$ cat config.mk
export PLATFORM = sky130hd
export DESIGN_NAME = one_hot_row_decoder
export DESIGN_NICKNAME = d
export VERILOG_FILES = /design/src/rtl/one_hot_row_decoder.sv
export SDC_FILE = /design/constraint.sdc
export NUM_CORES = 1
export LEC_CHECK = 0
export ABC_AREA = 0
export BUFFER_PORTS_ARGS = -buffer_cell sky130_fd_sc_hd__clkbuf_2
export CORE_MARGIN = 10
export CORE_UTILIZATION = 25
export DETAILED_ROUTE_END_ITERATION = 12
export GPL_ROUTABILITY_DRIVEN = 0
export HOLD_SLACK_MARGIN = 0.08
export PLACE_DENSITY = 0.38
export SLEW_MARGIN = 20
export SYNTH_ARGS = -nofsm -noshare
export SYNTH_HDL_FRONTEND = slang
export SYNTH_SLANG_ARGS = --single-unit
$ cat constraint.sdc
create_clock -name clk -period 6.1 [get_ports clk]
set_clock_uncertainty 0.1 [all_clocks]
set_input_delay 1.22 -clock clk [delete_from_list [all_inputs] [get_ports clk]]
set_output_delay 1.22 -clock clk [all_outputs]
set_load 0.05 [all_outputs]
$ cat src/rtl/one_hot_row_decoder.sv
// rtl/one_hot_row_decoder.sv - one-hot row-select bus decoder with scan sequence checking
// Optional feature: ONE_HOT_ROW_DECODER_PRIORITY_EN (multi-hot decodes to lowest set bit)
module one_hot_row_decoder #(
    parameter int DWELL_W = 16,
    parameter int ERR_W   = 8
) (
    input  logic               clk,
    input  logic               rst_n,
    input  logic               sample_en,
    input  logic [7:0]         onehot_in,
    input  logic               clear,
    output logic [2:0]         row_idx,
    output logic               row_valid,
    output logic               onehot_err,
    output logic               row_change,
    output logic               frame_done,
    output logic               seq_err,
    output logic [DWELL_W-1:0] dwell_last,
    output logic [ERR_W-1:0]   illegal_cnt,
    output logic [ERR_W-1:0]   seq_err_cnt
);

    typedef enum logic [1:0] {
        HUNT = 2'd0,
        SCAN = 2'd1,
        WRAP = 2'd2
    } state_t;

    localparam logic [DWELL_W-1:0] DWELL_MAX = '1;
    localparam logic [DWELL_W-1:0] DWELL_ONE = DWELL_W'(1);
    localparam logic [ERR_W-1:0]   ERR_MAX   = '1;
    localparam logic [ERR_W-1:0]   ERR_ONE   = ERR_W'(1);

    state_t               state_q, state_d;
    logic [2:0]           expect_q, expect_d;
    logic [2:0]           row_idx_q;
    logic                 row_valid_q;
    logic                 onehot_err_q;
    logic                 row_change_q;
    logic                 frame_done_q;
    logic                 seq_err_q;
    logic                 prev_valid_q;
    logic [DWELL_W-1:0]   dwell_cnt_q;
    logic [DWELL_W-1:0]   dwell_last_q;
    logic [ERR_W-1:0]     illegal_cnt_q;
    logic [ERR_W-1:0]     seq_err_cnt_q;

    logic [2:0]           low_idx;
    logic                 low_found;
    logic                 code_zero;
    logic                 code_multi;
    logic                 code_illegal;
    logic                 code_legal;
    logic                 first_evt;
    logic                 chg_evt;
    logic                 fd_hit;
    logic                 se_hit;

    // Classify the sampled code and find its lowest set bit
    always_comb begin
        low_idx   = 3'd0;
        low_found = 1'b0;
        for (int i = 0; i < 8; i++) begin
            if (onehot_in[i] && !low_found) begin
                low_idx   = i[2:0];
                low_found = 1'b1;
            end
        end
        code_zero    = (onehot_in == 8'd0);
        code_multi   = ((onehot_in & (onehot_in - 8'd1)) != 8'd0);
        code_illegal = code_zero | code_multi;
`ifdef ONE_HOT_ROW_DECODER_PRIORITY_EN
        code_legal   = !code_zero;
`else
        code_legal   = !code_illegal;
`endif
        // row_idx_q always equals the last legal row, so it doubles as prev_row
        first_evt = code_legal && !prev_valid_q;
        chg_evt   = code_legal && prev_valid_q && (low_idx != row_idx_q);
    end

    // Scan sequence FSM: advances only on the first legal row or a legal row change
    always_comb begin
        state_d  = state_q;
        expect_d = expect_q;
        fd_hit   = 1'b0;
        se_hit   = 1'b0;
        if (first_evt || chg_evt) begin
            case (state_q)
                HUNT: begin
                    if (low_idx == 3'd0) begin
                        state_d  = SCAN;
                        expect_d = 3'd1;
                    end
                end
                SCAN: begin
                    if (low_idx == expect_q) begin
                        if (expect_q == 3'd7) state_d = WRAP;
                        else                  expect_d = expect_q + 3'd1;
                    end else begin
                        se_hit = 1'b1;
                        if (low_idx == 3'd0) expect_d = 3'd1;
                        else                 state_d  = HUNT;
                    end
                end
                WRAP: begin
                    if (low_idx == 3'd0) begin
                        fd_hit   = 1'b1;
                        state_d  = SCAN;
                        expect_d = 3'd1;
                    end else begin
                        se_hit  = 1'b1;
                        state_d = HUNT;
                    end
                end
                default: state_d = HUNT;
            endcase
        end
    end

    // State, counters and registered outputs; clear outranks sample_en
    always_ff @(posedge clk or negedge rst_n) begin
        if (!rst_n) begin
            state_q       <= HUNT;
            expect_q      <= 3'd0;
            row_idx_q     <= 3'd0;
            row_valid_q   <= 1'b0;
            onehot_err_q  <= 1'b0;
            row_change_q  <= 1'b0;
            frame_done_q  <= 1'b0;
            seq_err_q     <= 1'b0;
            prev_valid_q  <= 1'b0;
            dwell_cnt_q   <= '0;
            dwell_last_q  <= '0;
            illegal_cnt_q <= '0;
            seq_err_cnt_q <= '0;
        end else if (clear) begin
            state_q       <= HUNT;
            expect_q      <= 3'd0;
            row_idx_q     <= 3'd0;
            row_valid_q   <= 1'b0;
            onehot_err_q  <= 1'b0;
            row_change_q  <= 1'b0;
            frame_done_q  <= 1'b0;
            seq_err_q     <= 1'b0;
            prev_valid_q  <= 1'b0;
            dwell_cnt_q   <= '0;
            dwell_last_q  <= '0;
            illegal_cnt_q <= '0;
            seq_err_cnt_q <= '0;
        end else if (sample_en) begin
            state_q      <= state_d;
            expect_q     <= expect_d;
            onehot_err_q <= code_illegal;
            row_change_q <= chg_evt;
            frame_done_q <= fd_hit;
            seq_err_q    <= se_hit;
            if (code_illegal && illegal_cnt_q != ERR_MAX)
                illegal_cnt_q <= illegal_cnt_q + ERR_ONE;
            if (se_hit && seq_err_cnt_q != ERR_MAX)
                seq_err_cnt_q <= seq_err_cnt_q + ERR_ONE;
            if (code_legal) begin
                row_valid_q  <= 1'b1;
                row_idx_q    <= low_idx;
                prev_valid_q <= 1'b1;
            end else begin
                row_valid_q  <= 1'b0;
            end
            // Dwell restarts when a new row begins; dwell_last includes the final cycle
            if (first_evt || chg_evt)
                dwell_cnt_q <= '0;
            else if (dwell_cnt_q != DWELL_MAX)
                dwell_cnt_q <= dwell_cnt_q + DWELL_ONE;
            if (chg_evt)
                dwell_last_q <= (dwell_cnt_q == DWELL_MAX) ? DWELL_MAX : dwell_cnt_q + DWELL_ONE;
        end else begin
            // Pulses last one sampled cycle; everything else holds
            onehot_err_q <= 1'b0;
            row_change_q <= 1'b0;
            frame_done_q <= 1'b0;
            seq_err_q    <= 1'b0;
        end
    end

    assign row_idx     = row_idx_q;
    assign row_valid   = row_valid_q;
    assign onehot_err  = onehot_err_q;
    assign row_change  = row_change_q;
    assign frame_done  = frame_done_q;
    assign seq_err     = seq_err_q;
    assign dwell_last  = dwell_last_q;
    assign illegal_cnt = illegal_cnt_q;
    assign seq_err_cnt = seq_err_cnt_q;

endmodule

-- Word-level counts from Yosys, hierarchy flattened
Cells that the tools add are included.
- bits in registers: 62
- word-level logic and storage cells: 143
- bitwise logic cells: 2
- eq/ne operators: 14
- reductions and logical operators: 41
- mux-type cells: 68
- add/sub/neg operators: 5
- operators with widths (cell ; number):
    2-to-1 mux 16 bit ; 8
    2-to-1 mux 8 bit ; 6
    2-to-1 mux 3 bit ; 14
    2-to-1 mux 1 bit ; 29
    adder 16 x 1 -> 16 bit, second input constant ; 1
    adder 8 x 1 -> 8 bit, second input constant ; 2
    equality test 16 bit, second input constant ; 1
    2-to-1 mux 2 bit ; 8
    inequality test 16 bit, second input constant ; 1
    inequality test 8 bit, second input constant ; 2
    logical AND 1 bit ; 12
    inequality test 4 bit, second input constant ; 3
    AND reduction 2 bit ; 5
    nonzero test 2 bit ; 5
    zero test 1 bit ; 9
    bitwise AND 8 bit ; 1
    zero test 8 bit ; 1
    nonzero test 8 bit ; 1
    subtractor 8 x 1 -> 8 bit, second input constant ; 1
    case mux 2 bit (3 select lines) ; 1
    case mux 3 bit (2 select lines) ; 1
    nonzero test 3 bit ; 2
    AND reduction 5 bit ; 1
    AND reduction 4 bit ; 1
    14 further kinds ; 14

-- Logic depth before layout (Yosys ltp)
- word-level depth: 30
- gate-level depth with buffers: 10
- depth with buffers taken out: 9

-- Worst setup path after synthesis
No wires, ideal clock.
- path kind: input to register
- start point: input port onehot_in[3]
- end point: register expect_q[0]
- path buffers: 1
- setup slack: 2461 ps
- library setup time: 87 ps
- data arrival time: 3452 ps
- cell stages on the path: 8
- cells stage by stage: or4_4 -> o21a_1 -> nor4_4 -> o211a_1 -> o31ai_1 -> buf_2 -> or4b_4 -> a211oi_2
- cells in the longest elaborated chain, start to end: 21
- RTL lines (what ; RTL line ; text):
    start, declared ; 10 ; input logic [7:0] onehot_in,
    logical AND 1 bit ; 64 ; if (onehot_in[i] && !low_found) begin
    2-to-1 mux 1 bit ; 64 ;
    zero test 1 bit ; 64 ;
    logical AND 1 bit ; 64 ;
    2-to-1 mux 1 bit ; 64 ;
    zero test 1 bit ; 64 ;
    logical AND 1 bit ; 64 ;
    2-to-1 mux 1 bit ; 64 ;
    (+5 left out) ; -- ;
    2-to-1 mux 3 bit ; 64 ;
    zero test 3 bit ; 91, 102, 107 ;
    2-to-1 mux 3 bit ; -- ;
    2-to-1 mux 3 bit ; 97 ; if (low_idx == expect_q) begin
    case mux 3 bit (2 select lines) ; 89 ; case (state_q)
    2-to-1 mux 3 bit ; 88 ; if (first_evt || chg_evt) begin
    2-to-1 mux 3 bit ; 151 ; end else if (sample_en) begin
    2-to-1 mux 3 bit ; 137 ; end else if (clear) begin
    end signal, assigned ; 153 ; expect_q <= expect_d;
    end, declared ; 35 ; logic [2:0] expect_q, expect_d;
Several ways; a longest one is shown, not always the timed one. The select of a mux whose other input is x is not followed.
A chain may end at the register's enable or synchronous reset.

-- Worst setup path in the final report
- start point: input port onehot_in[3]
- end point: register seq_err_cnt_q[3], in the netlist seq_err_cnt[3]
- cells in the longest elaborated chain, start to end: 21
- RTL lines (what ; RTL line ; text):
    logical AND 1 bit ; 64 ;
    2-to-1 mux 1 bit ; 64 ;
    zero test 1 bit ; 64 ;
    logical AND 1 bit ; 64 ;
    2-to-1 mux 1 bit ; 64 ;
    zero test 1 bit ; 64 ;
    logical AND 1 bit ; 64 ;
    2-to-1 mux 1 bit ; 64 ;
    (+5 left out) ; -- ;
    2-to-1 mux 3 bit ; 64 ;
    equality test 3 bit, or another cell as far along ; 97 ;
    2-to-1 mux 1 bit, or another cell as far along ; 97 ;
    case mux 1 bit (2 select lines) or logical OR 1 bit (tied branches) ; 89, 88 ;
    2-to-1 mux 1 bit (*) ; 88 ;
    logical AND 1 bit (*) ; 160 ; if (se_hit && seq_err_cnt_q != ERR_MAX)
    nonzero test 2 bit (no source line) (*) ; -- ;
    AND reduction 2 bit (no source line) (*) ; -- ;
    end signal, assigned ; 161 ; seq_err_cnt_q <= seq_err_cnt_q + ERR_ONE;
    end, declared ; 46 ; logic [ERR_W-1:0] seq_err_cnt_q;
Mark *: on every way between the ends. The rest lies on a longest branch, timed or not.

==> impl_metrics.py <==
metrics = {
    "route": {
        "ant_nets": 0,
        "routed_wirelength_mm": 9.844,
        "wire_per_inst_um": 15.80,
        "viasPerCell": 4.949,
        "drc": 0,
        "dr.pass1.iters": 4,
        "num_vias": 3083,
        "initialDrtViolationCount": 171,
    },
    "power_and_ir_drop": {
        "p_int_uw": 800.7,
        "p_leak_uw": 0.001846,
        "power.switching_uw": 242.3,
        "power_density_nw_per_um2": 241.8,
        "pwr-share-comb_pct": 6.7,
        "p_seq_share_pct": 40.1,
        "max-vdd-ir-drop_uv": 103.2,
        "clkPwrFrac_pct": 53.2,
        "swShare_pct": 23.23,
    },
    "worst_setup_path": {
        "cp-end-kind": "register",
        "cp_cell_sequence": "clkbuf_2 -> or4_4 -> a2111oi_1 -> o211a_1 -> o31ai_1 -> buf_4 -> a211o_1 -> or3_1 -> a21oi_1",
        "cpLargestDelayFamily": "compound AO/OA/AOI/OAI gates",
        "regToRegSetupSlack_ns": 3.07,
        "critPathBufInv": 2,
        "start_kind": "primary input",
        "crit_type": "in2reg",
        "critPathMaxStageDelay_ns": 0.58,
        "worst_path_max_delay_cell": "or4_4",
        "rr_endpoint": "dwell_cnt_q[0]",
        "r2r_cells": 8,
        "cp_data_arrival_time_ns": 3.97,
        "worstReg2RegStart": "dwell_cnt_q[0]",
        "cp_max_fo": 14,
        "required_ns": 6.26,
    },
    "clocking": {
        "cts.repair.resized": 0,
        "cts_buffer_depth": 2,
        "hold_buffers": 0,
        "cts.sink_count": 62,
        "tritoncts": "built",
        "cts_max_level": 3,
        "path_clk_slew_ns": 0.06,
        "post_cts_buffers": 0,
        "cts_made_buffers": 9,
        "clkLatencyLatePin_ns": 0.33,
        "root_buffer": "clkbuf_16",
    },
    "finish": {
        "final_cell_mix": "62 x dfrtp_1, 51 x clkbuf_2, 49 x nor2_1, 32 x nand2_1, 30 x nand3_1",
        "layout-drive-gt1-share_pct": 18.28,
        "antennaDiodeCount": 0,
        "fillers": 1486,
        "syn_to_final_growth_pct": 21.33,
        "fin_util_pct": 31.07,
        "mostFrequentLayoutCell": "dfrtp_1",
        "final_nets": 459,
    },
    "grt": {
        "grt_pass1_vias": 3136,
        "grt_max_degree": 63,
        "antenna_found_initial": 0,
        "grt_pass1_wl_mm": 16.47,
        "grt_usage_pct": 10.31,
        "grt.overflow.total": 0,
    },
    "yosys": {
        "async_flop_share_pct": 100.0,
        "netlist_area_um2": 3555,
        "synth.distinct_cells": 54,
        "synthCells": 392,
        "ys.warnings.count": 0,
        "syn_nets": 413,
        "synth_ff_type": "dfrtp_1",
        "ys_ff_latch": 62,
        "synth_area_per_cell_um2": 9.068,
        "synth_edf_count": 0,
        "ys_seq_area_share_pct": 43.65,
    },
    "floorplanning": {
        "die_h_um": 139.2,
        "core_area_um2": 13880,
        "row_count": 43,
        "dieArea_um2": 19390,
        "die_w_um": 139.2,
        "ios": 52,
        "start_util_pct": 25.61,
    },
    "sta": {
        "slew_violations": 0,
        "fmax_ghz": 0.2620,
        "min_period_over_period_pct": 62.58,
        "slew_headroom_pct": 43.37,
        "tightest_slew_ns": 0.8495,
        "fin_crit_ns": 3.817,
        "setup_viol": 0,
        "tns_ns": 0,
        "rsz0062_at_grt": "false",
        "hold_viol_final": 0,
        "hold_ws_ns": 0.4523,
    },
    "worst_hold_path": {
        "min_to": "row_valid",
        "holdPathStages": 2,
        "hold_path.startpoint": "row_valid",
        "hold_path.class": "reg2reg",
    },
    "place": {
        "port_buffers": 51,
        "dpl.hpwl_mm": 6.768,
    },
    "job": {
        "drv_cap": 0,
    },
    "status": {
        "status": "finished clean",
    },
}
[tightest hold or removal path, stage by stage, from the launching register on]
cell     delay, ns
dfrtp_1       0.39
nand2_1       0.07
a21oi_1       0.06
[synth_stat cells (2+ instances only)]
cell,n,area [um^2]
dfrtp_1,62,1551
nor2_1,49,183.9
nand2_1,32,120.1
nand3_1,30,150.1
a21oi_1,19,95.09
and3_1,15,93.84
clkbuf_1,15,56.30
xnor2_1,15,131.4
inv_1,14,52.55
a311oi_1,12,105.1
nor3_1,11,55.05
or3_1,10,62.56
ha_1,9,112.6
o21ai_1,9,45.04
o41ai_1,8,70.07
xor2_1,7,61.31
a211oi_1,6,45.04
o211ai_1,6,45.04
buf_2,5,25.02
nand2b_1,5,31.28
nand4_1,5,31.28
o21ai_0,5,25.02
mux2i_1,4,40.04
a221oi_1,2,17.52
a22oi_1,2,15.01
nand3b_1,2,15.01
nand4b_1,2,17.52
nor2b_1,2,12.51
nor4b_1,2,17.52
o31a_1,2,17.52
o31ai_1,2,15.01
[power groups by stage]
| stage | combinational (uW) | sequential [uW] | clock (uW) |
|---|---|---|---|
| 4_1_cts | 72.0 | 418 | 577 |
| 3_3_place_gp | 71.5 | 426 | 0 |
| 5_1_grt | 79.5 | 419 | 593 |
| 2_1_floorplan | 35.6 | 432 | 0 |
| 6_report | 69.9 | 418 | 555 |
| 3_5_place_dp | 71.5 | 426 | 0 |
[how the worst max path moves through the flow]
stage,depth (start not counted),from,to
final,9,onehot_in[3],seq_err_cnt[3]
after detailed placement,9,onehot_in[3],seq_err_cnt[4]
after global routing,9,onehot_in[3],seq_err_cnt[4]
after global placement,9,onehot_in[3],seq_err_cnt[4]
after CTS,9,onehot_in[3],seq_err_cnt[3]
after floorplan,8,onehot_in[3],expect_q[0]
[kinds of logic after synthesis]
group / Yosys count / share of synthesized area (%)
XOR/XNOR: 23 / 5.878
AND/OR/NAND/NOR: 175 / 25.27
multiplexers: 5 / 1.443
AO/OA/AOI/OAI: 83 / 16.54
flip-flops: 62 / 43.65
adder cells (fa/ha/maj): 10 / 3.450
buffers and inverters: 34 / 3.766
[registers in the layout, summed over array words and instances, names as in the netlist]
signal,flops
onehot_err,1
seq_err,1
row_idx,3
state_q,2
row_valid,1
seq_err_cnt,8
dwell_cnt_q,16
frame_done,1
illegal_cnt,8
expect_q,3
row_change,1
dwell_last,16
prev_valid_q,1
[area by class of cell]
type                    instances  area (um^2)  area share (%)
multi-input cells             296         1874           43.46
flip-flops and latches         62         1551           35.97
repair buffers                 55        285.3           6.614
clock buffers                  10        239.0           5.541
well taps                     180        225.2           5.222
clock inverters                 6        85.08           1.973
inverters                      14        52.55           1.218
[metal layers]
metal / share of wire [%] / track usage, %
met1: 50 / 13.45
met2: 44 / 15.29
met3: 4.7 / 3.981
met4: 1.2 / 3.130
met5: 0 / 0
[stage by stage]
| step | setup WS (ns) | power (uW) | area (um^2) | instances |
|---|---|---|---|---|
| 2_1_floorplan | 2.461 | 467.5 | 3555 | 392 |
| 3_3_place_gp | 1.999 | 497.0 | 3989 | 607 |
| 3_5_place_dp | 1.930 | 497.0 | 3989 | 607 |
| 4_1_cts | 2.279 | 1068 | 4313 | 623 |
| 5_1_grt | 2.034 | 1091 | 4313 | 623 |
| 6_report | 2.283 | 1043 | 4313 | 623 |
No activity file was read; power rests on OpenSTA's default activity.
